**config.mk**
```make
export PLATFORM = sky130hd
export DESIGN_NAME = z_stream_packer
export DESIGN_NICKNAME = d
export VERILOG_FILES = /design/src/rtl/z_stream_packer_pkg.sv /design/src/rtl/z_stream_packer_shifter.sv /design/src/rtl/z_stream_packer.sv
export SDC_FILE = /design/constraint.sdc
export NUM_CORES = 1
export LEC_CHECK = 0
export CAP_MARGIN = 10
export CORE_MARGIN = 10
export CORE_UTILIZATION = 35
export DETAILED_ROUTE_END_ITERATION = 10
export HOLD_SLACK_MARGIN = 0.05
export PLACE_DENSITY = 0.57
export SKIP_LAST_GASP = 1
export SLEW_MARGIN = 20
export SYNTH_ARGS = -nofsm -noshare
export SYNTH_HDL_FRONTEND = slang
export SYNTH_SLANG_ARGS = --single-unit
```
**constraint.sdc**
```tcl
create_clock -name clk -period 2.3 [get_ports clk]
set_clock_uncertainty 0.15 [all_clocks]
set_input_delay 0.23 -clock clk [delete_from_list [all_inputs] [get_ports clk]]
set_output_delay 0.23 -clock clk [all_outputs]
set_load 0.02 [all_outputs]
```
**src/rtl/z_stream_packer_pkg.sv**
```systemverilog
// Shared types and defaults for the z-stream packer (state encoding, default widths, index width helper).
package z_packer_pkg;

  typedef enum logic {EMPTY = 1'b0, FULL = 1'b1} state_e;

  localparam int DEF_WORD_W = 8;
  localparam int DEF_CNT_W  = 16;

  function automatic int idx_w(input int w);
    return (w <= 2) ? 1 : $clog2(w);
  endfunction

endpackage

```
**src/rtl/z_stream_packer_shifter.sv**
```systemverilog
// z_bit_shifter: LSB-first serial-to-parallel collector; presents the completed word
// combinationally together with a one-cycle word_done on the accepting edge.
module z_bit_shifter
  import z_packer_pkg::*;
#(
  parameter int WORD_W = DEF_WORD_W
) (
  input  logic              clk,
  input  logic              reset_n,
  input  logic              z_in,
  input  logic              z_valid,
  output logic [WORD_W-1:0] word,
  output logic              word_done
);

  localparam int IDX_W = idx_w(WORD_W);
  localparam logic [IDX_W-1:0] LAST_IDX = IDX_W'(WORD_W - 1);

  logic [IDX_W-1:0]  bit_idx_p0;
  logic [WORD_W-1:0] shift_p0;

  // The word includes the bit being accepted this edge so the top can load it without a bubble.
  always_comb begin
    word             = shift_p0;
    word[bit_idx_p0] = z_in;
    word_done        = z_valid && (bit_idx_p0 == LAST_IDX);
  end

  // p0: accept stage
  always_ff @(posedge clk) begin
    if (!reset_n) begin
      bit_idx_p0 <= '0;
      shift_p0   <= '0;
    end else if (z_valid) begin
      if (bit_idx_p0 == LAST_IDX) begin
        bit_idx_p0 <= '0;
        shift_p0   <= '0;
      end else begin
        shift_p0[bit_idx_p0] <= z_in;
        bit_idx_p0           <= bit_idx_p0 + 1'b1;
      end
    end
  end

endmodule

```
**src/rtl/z_stream_packer.sv**
```systemverilog
// z_stream_packer: packs serial z bits into words on a valid/ready port, counts ones (saturating),
// flags dropped words. Optional parity output enabled by macro Z_PACKER_PARITY_EN.
module z_stream_packer
  import z_packer_pkg::*;
#(
  parameter int WORD_W = DEF_WORD_W,
  parameter int CNT_W  = DEF_CNT_W
) (
  input  logic              clk,
  input  logic              reset_n,
  input  logic              z_in,
  input  logic              z_valid,
  output logic [WORD_W-1:0] word_out,
  output logic              word_valid,
  input  logic              word_ready,
  output logic [CNT_W-1:0]  ones_count,
  output logic              overflow
`ifdef Z_PACKER_PARITY_EN
  ,
  output logic              word_parity
`endif
);

  function automatic logic [CNT_W-1:0] sat_inc(input logic [CNT_W-1:0] cnt, input logic inc);
    return (inc && (cnt != '1)) ? cnt + 1'b1 : cnt;
  endfunction

  logic [WORD_W-1:0] word_p0;
  logic              done_p0;
  state_e            state_p1;

  z_bit_shifter #(.WORD_W(WORD_W)) u_shifter (
    .clk       (clk),
    .reset_n   (reset_n),
    .z_in      (z_in),
    .z_valid   (z_valid),
    .word      (word_p0),
    .word_done (done_p0)
  );

  assign word_valid = (state_p1 == FULL);

  // p1: output register stage
  always_ff @(posedge clk) begin
    if (!reset_n) begin
      state_p1    <= EMPTY;
      word_out    <= '0;
      ones_count  <= '0;
      overflow    <= 1'b0;
`ifdef Z_PACKER_PARITY_EN
      word_parity <= 1'b0;
`endif
    end else begin
      ones_count <= sat_inc(ones_count, z_valid & z_in);
      // A completing word is loaded if the register is free now or is being drained this edge.
      if (done_p0 && (state_p1 == EMPTY || word_ready)) begin
        state_p1    <= FULL;
        word_out    <= word_p0;
`ifdef Z_PACKER_PARITY_EN
        word_parity <= ^word_p0;
`endif
      end else if (done_p0) begin
        overflow <= 1'b1;
      end else if (state_p1 == FULL && word_ready) begin
        state_p1 <= EMPTY;
      end
    end
  end

endmodule

```
[Word-level counts from Yosys, hierarchy flattened]
Index checks and enable logic that the tools add are counted.
Operators by class
  $add $sub $neg: 2
  $lt $le $gt $ge: 2
  equal/unequal tests: 3
  mux-type cells: 8
  bitwise logic cells: 3
  reduce and logical (&&, ||, !) cells: 9
Operators with widths (count)
  adder 16 x 1 -> 16 bit, second input constant: 1
  != test 16 bit, second input constant: 1
  bitwise mux 8 bit: 1
  two-way mux 8 bit: 1
  logical AND 1 bit: 5
  < comparator 3 x 4 -> 1 bit, second input constant: 1
  two-way mux 1 bit: 4
  AND reduction 2 bit: 2
  adder 3 x 1 -> 3 bit, second input constant: 1
  demux 1 bit (select 3 bit): 1
  == test 3 bit, second input constant: 1
  >= comparator 3 x 1 -> 1 bit, second input constant: 1
  two-way mux 3 bit: 1
  != test 2 x 1 -> 1 bit, second input constant: 1
  NOT 1 bit: 2
  nonzero test 2 bit: 1
  AND 1 bit: 1
  logical OR 1 bit: 1
Storage, ports and cells
  flip-flop bits (word level): 37
  input bits: 5
  output and inout bits: 26
  logic and storage cells: 33

[Logic depth before layout (Yosys ltp)]
  word-level depth: 6
  depth in mapped cells: 8
  depth with buffers taken out: 6

[Cells and area by module]
A second synthesis with hierarchy kept.
Unflattened totals
  cell total of the unflattened synthesis: 213
  area, all modules: 1921.8 sq um
Modules (own cells, without submodules)
  z_stream_packer: times used 1, cells an instance 132, area an instance 1211.2 sq um, seq. area each 520.5 sq um
  z_bit_shifter: times used 1, cells an instance 81, area an instance 710.7 sq um, seq. area each 220.2 sq um

[Least setup slack after synthesis]
No wires, ideal clock.
  path kind: register -> register
  from: register ones_count[0]
  to: register ones_count[6]
  setup time: 0.115 ns
  arrival: 1.777 ns
  required time: 2.035 ns
  path slack: 0.258 ns
  stages on the path, launching flop included: 7
  path buffers: 1
  clock period less this slack: 2.042 ns
  cells stage by stage: dfxtp_1 ha_1 nand4_1 nor4_2 buf_2 nor4_1 o21a_1
Between the ends
  longest elaborated chain between the ends: 2
  elaborated cells on any way between the ends: 3
  those cells by class: add/sub: 1; eq/ne: 1; reduce/logical: 1
RTL lines
  start: declaration: RTL line z_stream_packer.sv:16  | output logic [CNT_W-1:0] ones_count,
  start signal: assignment: RTL line z_stream_packer.sv:54  | ones_count <= sat_inc(ones_count, z_valid & z_in);
  branches (longest 2 deep; another with adder 16 x 1 -> 16 bit)
Parallel ways; which one is timed is not known.
A chain may end at the register's enable or synchronous reset.

[Worst setup path after layout]
Ends and elaborated chain as after synthesis.

==> results.yml <==
outcome:
  status: "complete, no violations"
cells_and_area:
  area_growth_pct: 29.3
  fillCellCount: 492
  n_antenna_cell: 0
  layout-drive-gt1-share: 0.0873
  utilization: 0.473
  nets: 236
  final_cells: 296
  finalInstanceArea_mm2: 0.00225
cts:
  cts_buffer_depth: 2
  clock-sinks: 37
  cts_setup_buffers: 0
  cts-resized-gates: 0
  path_clk_slew_ps: 70
  htree_levels: 2
  hold_buffers: 0
  cts_tree: "yes"
  cts_root_buf: "clkbuf_8"
  cts_buffers: 5
  worstSkewPairLatency_ps: 290
routing:
  post-route-drc-count: 0
  drt_first_pass_iters: 4
  drtIter0Drc: 56
  totalWireLength_mm: 3.99
  route.vias.total: 1525
  postRouteAntennaNets: 0
  wl_per_cell_um: 13.5
  viasPerCell: 5.15
global_route:
  grt_antenna_before_repair: 0
  grt_pass1_wl_mm: 6.82
  grt_overflow_total: 0
  grt_pass1_vias: 1424
  grt_use_total: 0.0994
  grt_max_degree: 33
critical_path:
  reg2reg_to: "ones_count[6]"
  reg2reg_slack_ps: 220
  worst_ep_required_time_ps: 2340
  crit_start: "ones_count[0]"
  crit_buf_inv: 1
  slowest_stage: "nor4_2"
  arrival_ps: 2120
  rr_worst_depth: 6
  worstSetupStartpointType: "register"
  worstPathMaxFanout: 11
  r2r_start: "ones_count[0]"
  crit_type: "register to register"
  cp-end-kind: "register"
  crit_chain: "ha_1 -> nand4_1 -> nor4_2 -> buf_4 -> nor4_1 -> o21a_1"
  slowest_delay_ps: 440
  cp_top_family: "simple AND/OR/NAND/NOR gates"
floorplanning:
  ios: 31
  core.rowCount: 25
  dieArea_mm2: 0.00819
  chipHeight_um: 90.5
  die_w_um: 90.5
  design.core.area_mm2: 0.00475
  initial_core_util: 0.366
pwr:
  intPower_mw: 1.04
  clockPowerShare: 0.447
  total_leakage_power_nw: 0.785
  vdd_drop_max_v: 0.000376
  power.switching_uw: 294
  power_frac_seq: 0.494
  combPwrFrac: 0.059
  power_switching_share: 0.221
  powerDensity_mw_per_mm2: 591
  p_total_mw: 1.33
sta:
  rsz0062_at_grt: "no"
  fmax_ghz: 0.482
  worst_pin_slew_ps: 474
  report.final.slew_viol_count: 0
  maxSlewHeadroom: 0.683
  finalSetupViolCount: 0
  fin_crit_ps: 2080
  layout_worst_path_cycle_share: 0.902
  fin_setup_tns_ps: 0
  hold_violations: 0
logic_synthesis:
  avgSynthCellArea_um2: 8.83
  synth-seq-area-share: 0.426
  yosysWarnings: 0
  syn-instance-count: 197
  yosys_register_bits: 37
  synth_area_mm2: 0.00174
  synth_cell_types: 33
  syn_nets: 205
placement:
  dpl-instance-area_mm2: 0.00213
  post-place-cells: 288
  routabilityCongestion: 0.761
  dpl.hpwl_mm: 2.82
  io_buffers: 30
worst_hold_path:
  holdPathEnd: "overflow"
  holdPathStages: 2
  min_from: "overflow"
  min_path_type: "register to register"
flow_run:
  max_cap_viol_count: 0
## per-layer routing
metal / part of all wire / routed length, µm / vias up / global-route usage
met5: 0 / 0 / - / 0
met4: 0.011 / 45 / 0 / 0.0438
met3: 0.053 / 212 / 5 / 0.0399
met2: 0.47 / 1870 / 24 / 0.160
met1: 0.47 / 1860 / 706 / 0.113
li1: - / - / 790 / -
## worst min-delay path, stage by stage (launching register included)
cell and delay (ps):
dfxtp_1 340, nor2_1 50, nor2_1 70
## how the worst max path moves through the flow
stage                    end  depth (start not counted)
2_1_floorplan  ones_count[6]                          6
3_3_place_gp   ones_count[9]                          5
3_5_place_dp   ones_count[6]                          6
4_1_cts        ones_count[6]                          6
5_1_grt        ones_count[6]                          6
6_report       ones_count[6]                          6
## cell families (layout without fill, tap and decap cells)
kind of cell               after synthesis  in the layout  synth area share
and+or+nand+nor                         86             86             0.273
AOI/OAI and AO/OA                       40             40             0.162
DFF                                     37             37             0.426
buffers and inverters                   17             49            0.0381
muxes                                   13             13            0.0748
adders and majority gates                3              3            0.0216
xor gates and xnor gates                 1              1           0.00504
## flip-flops by register name, summed over array words and instances (netlist names)
signal and cells:
word_out 8, word_valid 1, ones_count 16, u_shifter.shift_p0 8, u_shifter.bit_idx_p0 3, overflow 1
## area by class of cell
type / instances / area, µm² / area share
Tap cell: 67 / 83.8 / 0.0373
Clock buffer: 6 / 82.6 / 0.0367
Inverter: 3 / 11.3 / 0.00501
Clock inverter: 2 / 37.5 / 0.0167
Timing Repair Buffer: 38 / 360 / 0.160
Sequential cell: 37 / 741 / 0.329
Multi-Input combinational cell: 143 / 932 / 0.415
## placed cells by master, fill, tap and decap left out
cell type	count
or4_1	5
o31a_1	1
bufinv_16	1
nor4_1	4
clkbuf_8	6
clkinvlp_4	1
inv_1	3
a2bb2oi_1	8
nand2b_1	6
ha_1	3
dfxtp_1	37
nand4_1	7
a211oi_1	8
nand3_1	7
and2_1	1
nor2b_1	1
nor4_2	1
a2111oi_2	1
nor3b_1	3
and3_1	2
o21a_1	1
o21ai_0	3
xnor2_1	1
nand3b_1	4
nor3_1	4
and4_1	2
or4_4	1
clkdlybuf4s50_1	30
buf_4	8
nor2_1	25
a21oi_1	12
o31ai_1	6
or3_1	3
mux2i_1	13
nand3_2	1
nand2_1	9
## per-stage QoR
| step | hold slack [ps] | setup slack [ps] |
|---|---|---|
| 2_1_floorplan | 232 | 258 |
| 3_3_place_gp | 303 | 291 |
| 3_5_place_dp | 318 | 242 |
| 4_1_cts | 336 | 210 |
| 5_1_grt | 376 | 60.2 |
| 6_report | 330 | 225 |
## power groups by stage
| stage | Sequential [mW] | Combinational [mW] | Clock [mW] |
|---|---|---|---|
| 2_1_floorplan | 0.668 | 0.0561 | 0 |
| 3_3_place_gp | 0.672 | 0.0797 | 0 |
| 3_5_place_dp | 0.673 | 0.0799 | 0 |
| 4_1_cts | 0.657 | 0.0800 | 0.612 |
| 5_1_grt | 0.659 | 0.0879 | 0.645 |
| 6_report | 0.658 | 0.0785 | 0.594 |
## cell usage after synthesis
| cell | instances | share of area |
|---|---|---|
| and3_1 | 2 | 0.0072 |
| a2bb2oi_1 | 8 | 0.040 |
| nor3b_1 | 3 | 0.013 |
| a2111oi_2 | 1 | 0.0086 |
| or4_4 | 1 | 0.0065 |
| inv_1 | 3 | 0.0065 |
| and2_1 | 1 | 0.0036 |
| nor4_2 | 1 | 0.0072 |
| nand3_2 | 1 | 0.0058 |
| nor3_1 | 4 | 0.012 |
| dfxtp_1 | 37 | 0.43 |
| nor4_1 | 4 | 0.014 |
| ha_1 | 3 | 0.022 |
| o31a_1 | 1 | 0.0050 |
| nor2_1 | 25 | 0.054 |
| o31ai_1 | 6 | 0.026 |
| o21a_1 | 1 | 0.0043 |
| nand3_1 | 7 | 0.020 |
| nand3b_1 | 4 | 0.017 |
| xnor2_1 | 1 | 0.0050 |
| nand2b_1 | 6 | 0.022 |
| mux2i_1 | 13 | 0.075 |
| or3_1 | 3 | 0.011 |
| and4_1 | 2 | 0.010 |
| a21oi_1 | 12 | 0.035 |
| nand4_1 | 7 | 0.025 |
| a211oi_1 | 8 | 0.035 |
| buf_2 | 2 | 0.0058 |
| or4_1 | 5 | 0.022 |
| nor2b_1 | 1 | 0.0036 |
| o21ai_0 | 3 | 0.0086 |
| nand2_1 | 9 | 0.019 |
| clkbuf_1 | 12 | 0.026 |
Power figures use the tool's default switching activity.
